## src/rtl/comm_pkg.sv

```systemverilog
// Shared constants and types for the req/ack link scoreboard.
package comm_pkg;

    localparam int B_DEF       = 16;
    localparam int DEPTH_DEF   = 8;
    localparam int CW_DEF      = 16;
    localparam int NW_DEF      = 16;
    localparam int SYNC_STAGES = 2;

    // Queue entry at the default widths: the expected word plus the cycle it was accepted.
    typedef struct packed {
        logic [B_DEF-1:0]  data;
        logic [CW_DEF-1:0] stamp;
    } q_entry_t;

endpackage

```

## src/rtl/ack_edge_sync.sv

```systemverilog
// Brings an asynchronous ack into the clk domain and flags its rising edge.
// The falling half of the 4-phase handshake produces no event.
module ack_edge_sync
    import comm_pkg::*;
(
    input  logic clk,
    input  logic rst_n,
    input  logic i_async,
    output logic o_rise
);

    logic [SYNC_STAGES-1:0] r_sync;
    logic                   r_prev;

    // Synchronizer chain plus one delayed copy for edge detection.
    always_ff @(posedge clk or negedge rst_n) begin
        if (!rst_n) begin
            r_sync <= {SYNC_STAGES{1'b0}};
            r_prev <= 1'b0;
        end else begin
            r_sync <= {r_sync[SYNC_STAGES-2:0], i_async};
            r_prev <= r_sync[SYNC_STAGES-1];
        end
    end

    // Rise event is a function of flops only, so it is glitch-free.
    assign o_rise = r_sync[SYNC_STAGES-1] & ~r_prev;

endmodule

```

## src/rtl/comm_scoreboard.sv

```systemverilog
// On-chip scoreboard for one 4-phase req/ack link: queues accepted words with
// a timestamp and checks each delivered word against the oldest expected one.
module comm_scoreboard
    import comm_pkg::*;
#(
    parameter int B     = B_DEF,
    parameter int DEPTH = DEPTH_DEF,
    parameter int CW    = CW_DEF,
    parameter int NW    = NW_DEF
) (
    input  logic                     clk,
    input  logic                     rst_n,
    input  logic                     in_ack,
    input  logic [B-1:0]             in_data,
    input  logic                     out_ack,
    input  logic [B-1:0]             out_data,
    output logic [NW-1:0]            match_cnt,
    output logic [NW-1:0]            err_cnt,
    output logic                     err_pulse,
    output logic [CW-1:0]            last_lat,
    output logic [CW-1:0]            max_lat,
    output logic [$clog2(DEPTH):0]   pending,
    output logic                     overflow,
    output logic                     underflow
);

    localparam int AW = $clog2(DEPTH);
    localparam int PW = AW + 1;

    typedef struct packed {
        logic [B-1:0]  data;
        logic [CW-1:0] stamp;
    } ent_t;

    logic          w_push;
    logic          w_pop;
    logic [CW-1:0] r_ts;
    ent_t          r_mem [DEPTH];
    logic [PW-1:0] r_wptr;
    logic [PW-1:0] r_rptr;

    logic [PW-1:0] w_count;
    logic          w_empty;
    logic          w_full;
    ent_t          w_head;

    logic          w_cmp_valid;
    logic          w_cmp_eq;
    logic [CW-1:0] w_lat;
    logic          w_wr_en;
    logic [PW-1:0] w_wptr_nxt;
    logic [PW-1:0] w_rptr_nxt;
    logic          w_ovf;
    logic          w_unf;

    ack_edge_sync u_in_sync (
        .clk     (clk),
        .rst_n   (rst_n),
        .i_async (in_ack),
        .o_rise  (w_push)
    );

    ack_edge_sync u_out_sync (
        .clk     (clk),
        .rst_n   (rst_n),
        .i_async (out_ack),
        .o_rise  (w_pop)
    );

    // Pointers carry one extra bit so full and empty are distinguishable.
    assign w_count = r_wptr - r_rptr;
    assign w_empty = (w_count == {PW{1'b0}});
    assign w_full  = (w_count == PW'(DEPTH));
    assign w_head  = r_mem[r_rptr[AW-1:0]];

    // Decide push/pop/bypass action and the comparison for this cycle.
    always_comb begin
        w_cmp_valid = 1'b0;
        w_cmp_eq    = 1'b0;
        w_lat       = {CW{1'b0}};
        w_wr_en     = 1'b0;
        w_wptr_nxt  = r_wptr;
        w_rptr_nxt  = r_rptr;
        w_ovf       = 1'b0;
        w_unf       = 1'b0;
        if (w_pop) begin
            if (!w_empty) begin
                // Pop the head; a simultaneous push refills the freed slot, even when full.
                w_cmp_valid = 1'b1;
                w_cmp_eq    = (out_data == w_head.data);
                w_lat       = r_ts - w_head.stamp;
                w_rptr_nxt  = r_rptr + PW'(1);
                if (w_push) begin
                    w_wr_en    = 1'b1;
                    w_wptr_nxt = r_wptr + PW'(1);
                end else begin
                    w_wr_en    = 1'b0;
                end
            end else if (w_push) begin
                // Bypass: the word being accepted is the one being delivered.
                w_cmp_valid = 1'b1;
                w_cmp_eq    = (out_data == in_data);
                w_lat       = {CW{1'b0}};
            end else begin
                w_unf = 1'b1;
            end
        end else if (w_push) begin
            if (w_full) begin
                w_ovf = 1'b1;
            end else begin
                w_wr_en    = 1'b1;
                w_wptr_nxt = r_wptr + PW'(1);
            end
        end else begin
            w_wr_en = 1'b0;
        end
    end

    // Free-running timestamp and queue pointers.
    always_ff @(posedge clk or negedge rst_n) begin
        if (!rst_n) begin
            r_ts   <= {CW{1'b0}};
            r_wptr <= {PW{1'b0}};
            r_rptr <= {PW{1'b0}};
        end else begin
            r_ts   <= r_ts + CW'(1);
            r_wptr <= w_wptr_nxt;
            r_rptr <= w_rptr_nxt;
        end
    end

    // Queue storage write.
    always_ff @(posedge clk or negedge rst_n) begin
        if (!rst_n) begin
            for (int i = 0; i < DEPTH; i++) begin
                r_mem[i] <= '{data: {B{1'b0}}, stamp: {CW{1'b0}}};
            end
        end else if (w_wr_en) begin
            r_mem[r_wptr[AW-1:0]] <= '{data: in_data, stamp: r_ts};
        end
    end

    // Registered result counters, latency statistics and sticky flags.
    always_ff @(posedge clk or negedge rst_n) begin
        if (!rst_n) begin
            match_cnt <= {NW{1'b0}};
            err_cnt   <= {NW{1'b0}};
            err_pulse <= 1'b0;
            last_lat  <= {CW{1'b0}};
            max_lat   <= {CW{1'b0}};
            pending   <= {PW{1'b0}};
            overflow  <= 1'b0;
            underflow <= 1'b0;
        end else begin
            pending   <= w_wptr_nxt - w_rptr_nxt;
            overflow  <= overflow | w_ovf;
            underflow <= underflow | w_unf;
            if (w_cmp_valid) begin
                err_pulse <= ~w_cmp_eq;
                last_lat  <= w_lat;
                if (w_lat > max_lat) begin
                    max_lat <= w_lat;
                end
                if (w_cmp_eq) begin
                    if (match_cnt != {NW{1'b1}}) begin
                        match_cnt <= match_cnt + NW'(1);
                    end
                end else begin
                    if (err_cnt != {NW{1'b1}}) begin
                        err_cnt <= err_cnt + NW'(1);
                    end
                end
            end else begin
                err_pulse <= 1'b0;
            end
        end
    end

endmodule

```

## config.mk

```make
export PLATFORM = sky130hd
export DESIGN_NAME = comm_scoreboard
export DESIGN_NICKNAME = d
export VERILOG_FILES = /design/src/rtl/comm_pkg.sv /design/src/rtl/ack_edge_sync.sv /design/src/rtl/comm_scoreboard.sv
export SDC_FILE = /design/constraint.sdc
export NUM_CORES = 1
export LEC_CHECK = 0
export CAP_MARGIN = 10
export CORE_MARGIN = 2
export CORE_UTILIZATION = 45
export DETAILED_ROUTE_END_ITERATION = 16
export PLACE_DENSITY_LB_ADDON = 0.05
export RECOVER_POWER = 100
export SYNTH_ARGS = -nofsm -noshare
export SYNTH_HDL_FRONTEND = slang
export SYNTH_SLANG_ARGS = --single-unit
```

## constraint.sdc

```tcl
create_clock -name clk -period 6.5 [get_ports clk]
set_input_delay 1.95 -clock clk [delete_from_list [all_inputs] [get_ports clk]]
set_output_delay 1.95 -clock clk [all_outputs]
set_load 0.02 [all_outputs]
```

==> metrics.log <==
INFO  metric run_status = complete, but fails checks
INFO  metric failed_checks = capacitance limit, slew limit
INFO  metric slowest_stage = sky130_fd_sc_hd__dfrtp_4
INFO  metric hold_slack = 353.4 ps
INFO  metric critPathRequiredTime = 6940 ps
INFO  metric timing.max_slew.rel_slack = -0.7998
INFO  metric antenna_violating_nets_post_route = 0
INFO  metric clkLatencyLatePin = 550 ps
INFO  metric min-delay-path-class = flip-flop to flip-flop
INFO  metric routed-via-count = between 10000 and 15000
INFO  metric worst_clock_skew = about 22 ps
INFO  metric ctsRootBufferMaster = sky130_fd_sc_hd__clkbuf_16
INFO  metric cts_inserted_buffers = 39
INFO  metric place_congestion = 0.8116
INFO  metric post_synth.cell_area_avg = 13.39 um2
INFO  metric cts_resized = 0
INFO  metric power_switching_share = 0.3360
INFO  metric postSynthCellCount = 1290
INFO  metric routedWlPerCell = 20.98 um
INFO  metric post_synth_instance_area = 0.01728 mm2
INFO  metric synthDistinctLibCells = just over 60
INFO  metric dieArea = 0.03997 mm2
INFO  metric total_power = 9193 uW
INFO  metric cp-start-kind = flip-flop
INFO  metric cts_max_path_buffers = 3
INFO  metric async_reset_ff_frac = 1.000
INFO  metric postRouteWirelength = 40.16 mm
INFO  metric worstSetupPathDepth = 20
INFO  metric die-width = 199.9 um
INFO  metric layout.nets = ~1500
INFO  metric postSynthNetCount = 1370
INFO  metric worstSetupEndpoint = max_lat[6]
INFO  metric drc_errors = 0
INFO  metric worst_ep_arrival_time = 6190 ps
INFO  metric track_usage = 0.2100
INFO  metric final_hold_viol_count = 0
INFO  metric final_max_slew_viol_count = 283
INFO  metric ctsHoldBuffers = 0
INFO  metric worst-r2r-setup-slack = 740 ps
INFO  metric intPower = roughly 6000 uW
INFO  metric antenna_cells = 0
INFO  metric floorplan.io_pins = approximately 110
INFO  metric p_seq_frac = 0.362
INFO  metric critPathLaunch = r_rptr[0]
INFO  metric cts_tree = done
INFO  metric clock-sinks = 357
INFO  metric timing.fmax = 173.6 MHz
INFO  metric globalRouteOverflowTotal = 0
INFO  metric netSwitchingPower = between 3000 and 4000 uW
INFO  metric pwr-share-clk = 0.246
INFO  metric grt_antenna_before_repair = 0
INFO  metric buffer_ports.inserted = 106
INFO  metric cp_cell_sequence = buf_4 > mux4_2 > mux2i_1 > ha_1 > nor2b_1 > o21a_1 > o21ai_0 > a21boi_0 > o211ai_1 > a31o_2 > o21ai_0 > xor2_1 > and2_0 > ha_1 > nand4_1 > o21ai_0 > a21oi_1 > nor3_2 > buf_6 > mux2_2
INFO  metric detailed_place_hpwl = between 20 and 30 mm
INFO  metric critPathMostFrequentCell = sky130_fd_sc_hd__o21ai_0
INFO  metric crit_path_end_kind = flip-flop
INFO  metric yosysWarnings = 0
INFO  metric edff_count_synth = 0
INFO  metric p_leak = 0.009182 uW
INFO  metric setup_viol = 0
INFO  metric end_of_the_worst_register_to_register_path = max_lat[6]
INFO  metric ir_drop = 0.2208 mV
INFO  metric path_buf_inv = 2
INFO  metric r2r_start = r_rptr[0]
INFO  metric detailedRoute.firstPassIterationCount = 4
INFO  metric floorplan.rows = 71
INFO  metric yosys_most_used_dff = sky130_fd_sc_hd__dfrtp_1
INFO  metric timing.final.ws_setup = ~740 ps
INFO  metric die-height = 199.9 um
INFO  metric grt_setup_unrepaired = false
INFO  metric syn_to_final_growth = 15.93%
INFO  metric start_util = 0.4576
INFO  metric cts.clk_slew.worst_paths = about 60 ps
INFO  metric cp_max_fo = 16
INFO  metric worst_r2r_path_depth = 20
INFO  metric cap_viol_max_count = 4
INFO  metric post-place-ws = about 530 ps
INFO  metric grt_max_degree = 133
INFO  metric share_of_final_layout_standard_cells_stronger_than_drive_strength_1 = 0.2944
INFO  metric first_global_vias = 10660
INFO  metric tightest_slew = 2700 ps
INFO  metric grt_pass1_wl = about 64 mm
INFO  metric postSynthRegisterBits = 357
INFO  metric part_of_the_yosys_area_used_for_sequential_elements = 0.5171
INFO  metric timing.critical_path.slowest_cell_delay = 620 ps
INFO  metric setup_tns = 0 ps
INFO  metric buffers_inserted_by_post_cts_timing_repair = 0
INFO  metric vias_per_cell = between 5 and 6
INFO  metric htree_levels = 2
INFO  metric final_min_period_over_clock_period = 0.8860
INFO  metric path_delay_family = compound AO/OA/AOI/OAI gates
INFO  metric placeableCoreArea = 0.03776 mm2
INFO  metric comb_power_share = 0.392
INFO  metric drt_first_iter_violations = 532
INFO  metric crit_type = flip-flop to flip-flop
INFO  metric final_period_minus_worst_setup_slack = 5759 ps
INFO  metric powerDensity = 459.0 mW/mm2
==> cell type report <==
cell class / instances / area (um2)
clock buffers: 58 / 1210
clock inverters: 12 / 112.6
fillers: 3239 / 17730
inverters: 38 / 142.6
multi-input cells: 806 / 7779
flip-flops and latches: 357 / 8939
well taps: 511 / 639.4
repair buffers: 132 / 1206
==> Yosys cell counts (4+ instances only) <==
master                     instances  area [um2]
sky130_fd_sc_hd__o21a_1            8       60.06
sky130_fd_sc_hd__nor2_1           28       105.1
sky130_fd_sc_hd__a21o_1           23       172.7
sky130_fd_sc_hd__xnor2_1          49       429.2
sky130_fd_sc_hd__buf_2            17       85.08
sky130_fd_sc_hd__dfrtp_1         357        8934
sky130_fd_sc_hd__nand3_1          23       115.1
sky130_fd_sc_hd__nor3_1           20       100.1
sky130_fd_sc_hd__a21oi_1          16       80.08
sky130_fd_sc_hd__nand2_1          46       172.7
sky130_fd_sc_hd__nand4_1          18       112.6
sky130_fd_sc_hd__and3_1           11       68.82
sky130_fd_sc_hd__clkbuf_1         51       191.4
sky130_fd_sc_hd__a22o_1            4       35.03
sky130_fd_sc_hd__nor4_1           10       62.56
sky130_fd_sc_hd__mux4_2           53        1194
sky130_fd_sc_hd__inv_1            36       135.1
sky130_fd_sc_hd__a22oi_1           8       60.06
sky130_fd_sc_hd__mux2i_1          45       450.4
sky130_fd_sc_hd__xor2_1           40       350.3
sky130_fd_sc_hd__and2_1            9       56.30
sky130_fd_sc_hd__nor2b_1          10       62.56
sky130_fd_sc_hd__mux2_2          263        2962
sky130_fd_sc_hd__buf_6             4       45.04
sky130_fd_sc_hd__nand2b_1          6       37.54
sky130_fd_sc_hd__o21ai_0          22       110.1
sky130_fd_sc_hd__buf_1            14       52.55
sky130_fd_sc_hd__ha_1             42       525.5
==> how the worst min path moves through the flow <==
| stage | from | endpoint | slack [ps] | cells past startpoint |
|---|---|---|---|---|
| floorplan | u_in_sync.r_sync[0] | u_in_sync.r_sync[1] | 330 | 0 |
| CTS | u_in_sync.r_sync[0] | u_in_sync.r_sync[1] | 360 | 0 |
| global placement | u_in_sync.r_sync[0] | u_in_sync.r_sync[1] | 330 | 0 |
| finish | u_in_sync.r_sync[0] | u_in_sync.r_sync[1] | 350 | 0 |
| detailed placement | u_out_sync.r_sync[0] | u_out_sync.r_sync[1] | 340 | 0 |
| global route | u_in_sync.r_sync[0] | u_in_sync.r_sync[1] | 370 | 0 |
==> logic make-up after synthesis <==
| group | count (synthesis) | share of synthesized area |
|---|---|---|
| buffers and inverters | 127 | 0.03122 |
| AND/OR/NAND/NOR | 197 | 0.05983 |
| adder cells (fa/ha/maj) | 44 | 0.03274 |
| flip-flops | 357 | 0.5171 |
| XOR/XNOR | 89 | 0.04512 |
| AO/OA/AOI/OAI | 112 | 0.04541 |
| multiplexers | 364 | 0.2686 |
==> placed cells by master, fill, tap and decap left out, types with 23 or more instances in the layout <==
cell type	Yosys	final
sky130_fd_sc_hd__inv_1	36	36
sky130_fd_sc_hd__mux2_2	263	262
sky130_fd_sc_hd__ha_1	42	42
sky130_fd_sc_hd__o21ai_0	22	23
sky130_fd_sc_hd__clkbuf_16	0	41
sky130_fd_sc_hd__xnor2_1	49	49
sky130_fd_sc_hd__dlygate4sd3_1	0	73
sky130_fd_sc_hd__a21o_1	23	23
sky130_fd_sc_hd__mux4_2	53	53
sky130_fd_sc_hd__nor2_1	28	29
sky130_fd_sc_hd__dfrtp_1	357	355
sky130_fd_sc_hd__nand3_1	23	23
sky130_fd_sc_hd__nand2_1	46	46
sky130_fd_sc_hd__mux2i_1	45	45
sky130_fd_sc_hd__xor2_1	40	40
sky130_fd_sc_hd__clkdlybuf4s50_1	0	32
==> layer usage <==
metal,track usage,part of all wire
met4,0.05926,0.019
met3,0.02806,0.033
met5,0,0
met1,0.3179,0.50
met2,0.3174,0.45
==> state kept, by name (all words and copies together) (netlist names), 2 cells and up <==
name               cells
u_out_sync.r_sync      2
match_cnt             16
pending                4
r_mem                256
r_wptr                 4
r_rptr                 4
err_cnt               16
r_ts                  16
last_lat              16
u_in_sync.r_sync       2
max_lat               16
==> power groups by stage <==
| stage | logic (uW) | clock network (uW) | registers [uW] |
|---|---|---|---|
| finish | 3610 | 2260 | 3330 |
| global route | 3970 | 2420 | 3420 |
| CTS | 3710 | 2330 | 3340 |
| detailed placement | 3700 | 0 | 3370 |
| global placement | 3640 | 0 | 3350 |
| floorplan | 2660 | 0 | 3330 |
==> stage by stage <==
stage	area (um2)	utilization	std cells
finish	20030	0.5305	1914
global route	20030	0.5305	1914
CTS	20150	0.5338	1913
detailed placement	18830	0.4988	1843
global placement	18830	0.4988	1843
floorplan	17280	-	1290
Note: power is estimated with default switching activity, not from simulation.
==> RTL change 1: new RTL, same flow settings <==
`NW_DEF`: 16 -> 24.
--- a/src/rtl/comm_pkg.sv
+++ b/src/rtl/comm_pkg.sv
@@ -4,7 +4,7 @@
     localparam int B_DEF       = 16;
     localparam int DEPTH_DEF   = 8;
     localparam int CW_DEF      = 16;
-    localparam int NW_DEF      = 16;
+    localparam int NW_DEF      = 24;
     localparam int SYNC_STAGES = 2;
 
     // Queue entry at the default widths: the expected word plus the cycle it was accepted.
Ports: changed (resized err_cnt and match_cnt); port bits go from 107 to 123. No check against the original RTL was run, so the function may have changed too.
==> RTL change 1 against the original RTL <==
- the run still ends with capacitance limit, slew limit left
- total power rose by 3.3%
- cell area rose by 5.3%
- worst setup slack improved by 0.16 ns
- hold slack got worse by 0.012 ns
- sequential cell count rose by 16
- core utilization rose by 0.17 points
- combinational power barely moved
- area after synthesis rose by 4.4%
- highest routed layer unchanged
- wire length rose by 3.8%
==> RTL change 1: results (changes against the original RTL) <==
finish:
  drive_above_1_share: 0.264  # -0.0305
  fillers: 3356  # +3.6%
run_status:
  outcome: "finished with violations"
  violations: "capacitance limit, slew limit"
worst_hold_path:
  min_to: "u_out_sync.r_sync[1]"
setup_path:
  ff2ff_setup_slack_ns: 0.90  # +0.16 ns
  rr_endpoint: "max_lat[4]"
  crit_arrival_ns: 6.04  # -0.15 ns
  r2r-start: "r_rptr[2]"
yosys:
  yosysSeqAreaShare: 0.518  # +0.000567
  yosys-top-cells-count: "373 x dfrtp_1, 260 x mux2_2, 78 x xnor2_1, 58 x nand2_1, 54 x mux2i_1"
  syn_nets: 1445  # +5.5%
  synth_area_leaders: "dfrtp_1 52%, mux2_2 16%, mux4_2 5.5%, xnor2_1 3.8%, mux2i_1 3.0%"
placement:
  gp_congestion: 0.819  # +0.90%
  port_buffers: 122  # +15%
  postPlaceCellArea_sq_um: 19800  # +5.0%
pwr:
  p_sw_uw: 3170  # +2.7%
  vdd_drop_max_v: 0.000241  # +9.0%
  p_leak_uw: 0.00969  # +5.6%
detailed_routing:
  drt_iter0_drc: 502  # -5.6%
  wl_met3_microns: 1490  # +13%
  wl_met1_microns: 20400  # +1.4%
timing:
  maxSlewViolCount: 168  # -41%
  slew_headroom: -1.17  # -0.372
global_routing:
  grt_pass1_vias: 11300  # +5.9%
job:
  max_cap_viol_count: 5  # +1
cts:
  cts_buffers: 43  # +10%
-- RTL change 1: cell types whose count changed in the layout (fill, tap and decap cells not counted), sizes merged, moves of 6 or more --
cell,before,now
a22oi,8,16
and2,10,4
clkbuf,76,83
dfrtp,357,373
dlygate4sd3,73,89
inv,37,44
mux2i,45,54
nand2,46,58
nand3,23,29
nor2,29,42
xnor2,49,78
xor2,40,30
-- RTL change 1: power by group through the flow --
stage          combinational [uW]  clock (uW)  sequential [uW]
6_report                     3600        2440             3460
4_1_cts                      3710        2500             3470
2_1_floorplan                2700           0             3440
5_1_grt                      3960        2610             3560
3_3_place_gp                 3640           0             3500
3_5_place_dp                 3690           0             3510
-- RTL change 1: final cells by class --
class,count,area share
inverter,43,0.00765
multi-input combinational,862,0.386
sequential,373,0.443
clock inverter,8,0.00445
tap,525,0.0311
timing repair buffer,145,0.0643
clock buffer,66,0.0633
-- RTL change 1: how the worst max path moves through the flow --
stage / cells after the start / slack (ns) / to / start
3_5_place_dp: 18 / 1.11 / max_lat[3] / r_rptr[0]
5_1_grt: 18 / 0.43 / max_lat[1] / r_rptr[0]
2_1_floorplan: 24 / 0.74 / max_lat[10] / r_rptr[0]
4_1_cts: 18 / 1.09 / max_lat[4] / r_rptr[0]
3_3_place_gp: 18 / 1.17 / max_lat[1] / r_rptr[0]
6_report: 20 / 0.90 / max_lat[4] / r_rptr[2]
-- RTL change 1: critical path, delay by kind of cell (launching register included) --
kind	cells	cell delay, ns
adder cells (fa/ha/maj)	2	0.66
multiplexers	2	0.76
flip-flops	1	0.49
AND/OR/NAND/NOR	4	0.38
AO/OA/AOI/OAI	9	1.80
buffers and inverters	3	1.39
-- RTL change 1: metal layers --
metal,global-route usage,up-vias
li1,-,5073
met1,0.309,5651
met2,0.321,172
met3,0.0273,57
met4,0.0551,0
met5,0,-
-- RTL change 1: through the flow --
step	setup slack (ns)	std cells	power, uW	hold WS, ns	utilization
after floorplan	0.735	1364	6140	0.331	-
after CTS	1.09	2022	9680	0.343	0.535
final	0.898	2022	9490	0.342	0.532
after detailed placement	1.11	1948	7200	0.335	0.499
after global routing	0.435	2022	10100	0.347	0.532
after global placement	1.17	1948	7140	0.337	0.499
-- RTL change 1: logic make-up after synthesis --
logic type | synth area share
AO/OA/AOI/OAI | 0.0402
XOR/XNOR | 0.0525
adder cells (fa/ha/maj) | 0.0321
buffers and inverters | 0.0304
flip-flops | 0.518
multiplexers | 0.258
AND/OR/NAND/NOR | 0.0697
==> RTL change 2: new RTL, same flow settings <==
Without the edit above. Make the reset (`rst_n`) synchronous in 4 clocked blocks. Comments in the files are not updated.
--- a/src/rtl/ack_edge_sync.sv
+++ b/src/rtl/ack_edge_sync.sv
@@ -13,7 +13,7 @@
     logic                   r_prev;
 
     // Synchronizer chain plus one delayed copy for edge detection.
-    always_ff @(posedge clk or negedge rst_n) begin
+    always_ff @(posedge clk) begin
         if (!rst_n) begin
             r_sync <= {SYNC_STAGES{1'b0}};
             r_prev <= 1'b0;
--- a/src/rtl/comm_scoreboard.sv
+++ b/src/rtl/comm_scoreboard.sv
@@ -117,7 +117,7 @@
     end
 
     // Free-running timestamp and queue pointers.
-    always_ff @(posedge clk or negedge rst_n) begin
+    always_ff @(posedge clk) begin
         if (!rst_n) begin
             r_ts   <= {CW{1'b0}};
             r_wptr <= {PW{1'b0}};
@@ -130,7 +130,7 @@
     end
 
     // Queue storage write.
-    always_ff @(posedge clk or negedge rst_n) begin
+    always_ff @(posedge clk) begin
         if (!rst_n) begin
             for (int i = 0; i < DEPTH; i++) begin
                 r_mem[i] <= '{data: {B{1'b0}}, stamp: {CW{1'b0}}};
@@ -141,7 +141,7 @@
     end
 
     // Registered result counters, latency statistics and sticky flags.
-    always_ff @(posedge clk or negedge rst_n) begin
+    always_ff @(posedge clk) begin
         if (!rst_n) begin
             match_cnt <= {NW{1'b0}};
             err_cnt   <= {NW{1'b0}};
Behaviour: differs if rst_n is asserted again (counterexample within 4 cycles, from zero or initial values and one cycle with rst_n low); with rst_n held inactive, the same outputs for 4 cycles.
==> RTL change 2 against the original RTL <==
- the run still ends with capacitance limit, slew limit left
- synthesized cell count rose by 11%
- global-route usage rose by 2.3 points
- cell area rose by 0.17%
- wire length rose by 12%
- cell count rose by 7.8%
- sequential cell count did not move
- worst setup slack got worse by 0.27 ns
- area after synthesis fell by 0.28%
- largest cell class unchanged
Power is not compared: it rests on default switching activity, and its combinational part moved more than twofold at a synthesized area within 25%.
==> RTL change 2: results (changes against the original RTL) <==
run_status:
  outcome: "finished with violations"
  violations: "capacitance limit, slew limit"
worst_hold_path:
  hold_depth: 1  # +1
  min_to: "u_out_sync.r_sync[1]"
global_routing:
  grt_max_degree: 63  # -53%
  grt_first_pass_wirelength_microns: 68600  # +7.9%
  grt_pass1_vias: 11100  # +4.5%
setup_path:
  slowest_delay_ns: 1.38  # +0.76 ns
  worstRegToRegCells: 13  # -35%
  rr_endpoint: "r_mem[6][19]"
  crit_arrival_ns: 6.23  # +0.04 ns
  critical_path.slowest_cell: "o21ai_1"
  cp_top_family: "buffers and inverters"
  ff2ff_setup_slack_ns: 0.47  # -0.27 ns
  r2r-start: "r_rptr[1]"
yosys:
  yosys-top-cells-count: "256 x edfxtp_1, 236 x and2_1, 101 x dfxtp_1, 83 x nor2_1, 75 x mux2i_1"
  yosysSeqAreaShare: 0.564  # +0.0465
  synth_fa_ha_area_frac: 0.0336  # +0.000817
  syn_nets: 1507  # +10%
  synth_edf_count: 256  # +256
  synth_compound_area_frac: 0.0536  # +0.00819
  synth_xor_area_frac: 0.0313  # -0.0138
  synthArstFlopShare: 0  # -1.00
  synthFlopType: "edfxtp_1"
  muxShareOfSynthArea: 0.109  # -0.160
  synth_area_leaders: "edfxtp_1 45%, dfxtp_1 12%, and2_1 8.6%, mux4_2 6.3%, mux2i_1 4.4%"
  ys_types: 61  # -1.6%
detailed_routing:
  avgViaCountPerCell: 5.49  # about the same
  wl_microns: 45000  # +12%
  drt_iter0_drc: 786  # +48%
  first_pass_iters: 5  # +1
finish:
  drive_above_1_share: 0.0902  # -0.204
  fin_nets: 1602  # +10%
  fillers: 3317  # +2.4%
pwr:
  finalPower_uw: 5090
job:
  max_cap_viol_count: 10  # +6
placement:
  pre_cts_slack_ns: 0.617  # +0.0873 ns
  hpwl_microns: 27800  # +7.0%
floorplan:
  die_w_microns: 200  # -0.14%
timing:
  fin_skew_ns: 0.0219  # -0.000457 ns
  maxSlewViolCount: 253  # -11%
  holdWs_ns: 0.431  # +0.0771 ns
cts:
  cts_buffers: 40  # +2.6%
  clk_latency_ns: 0.56
==> RTL change 2: final cells by class <==
type / instances / share of cell area
Multi-Input combinational cell: 939 / 0.350
Clock buffer: 57 / 0.0546
Sequential cell: 357 / 0.484
Timing Repair Buffer: 136 / 0.0617
Tap cell: 511 / 0.0319
Clock inverter: 16 / 0.00892
Inverter: 47 / 0.00879
==> RTL change 2: layer usage <==
| layer | up-vias | global-route usage | part of all wire |
|---|---|---|---|
| met5 | - | 0 | 0 |
| met4 | 0 | 0.0639 | 0.020 |
| met3 | 57 | 0.0341 | 0.057 |
| met2 | 296 | 0.373 | 0.47 |
| met1 | 5627 | 0.331 | 0.45 |
| li1 | 5336 | - | - |
==> RTL change 2: metrics by stage <==
| step | instances | cell area, sq um |
|---|---|---|
| after detailed placement | 1990 | 18900 |
| after CTS | 2063 | 20200 |
| after global placement | 1990 | 18900 |
| final | 2063 | 20100 |
| after floorplan | 1426 | 17200 |
| after global routing | 2063 | 20100 |
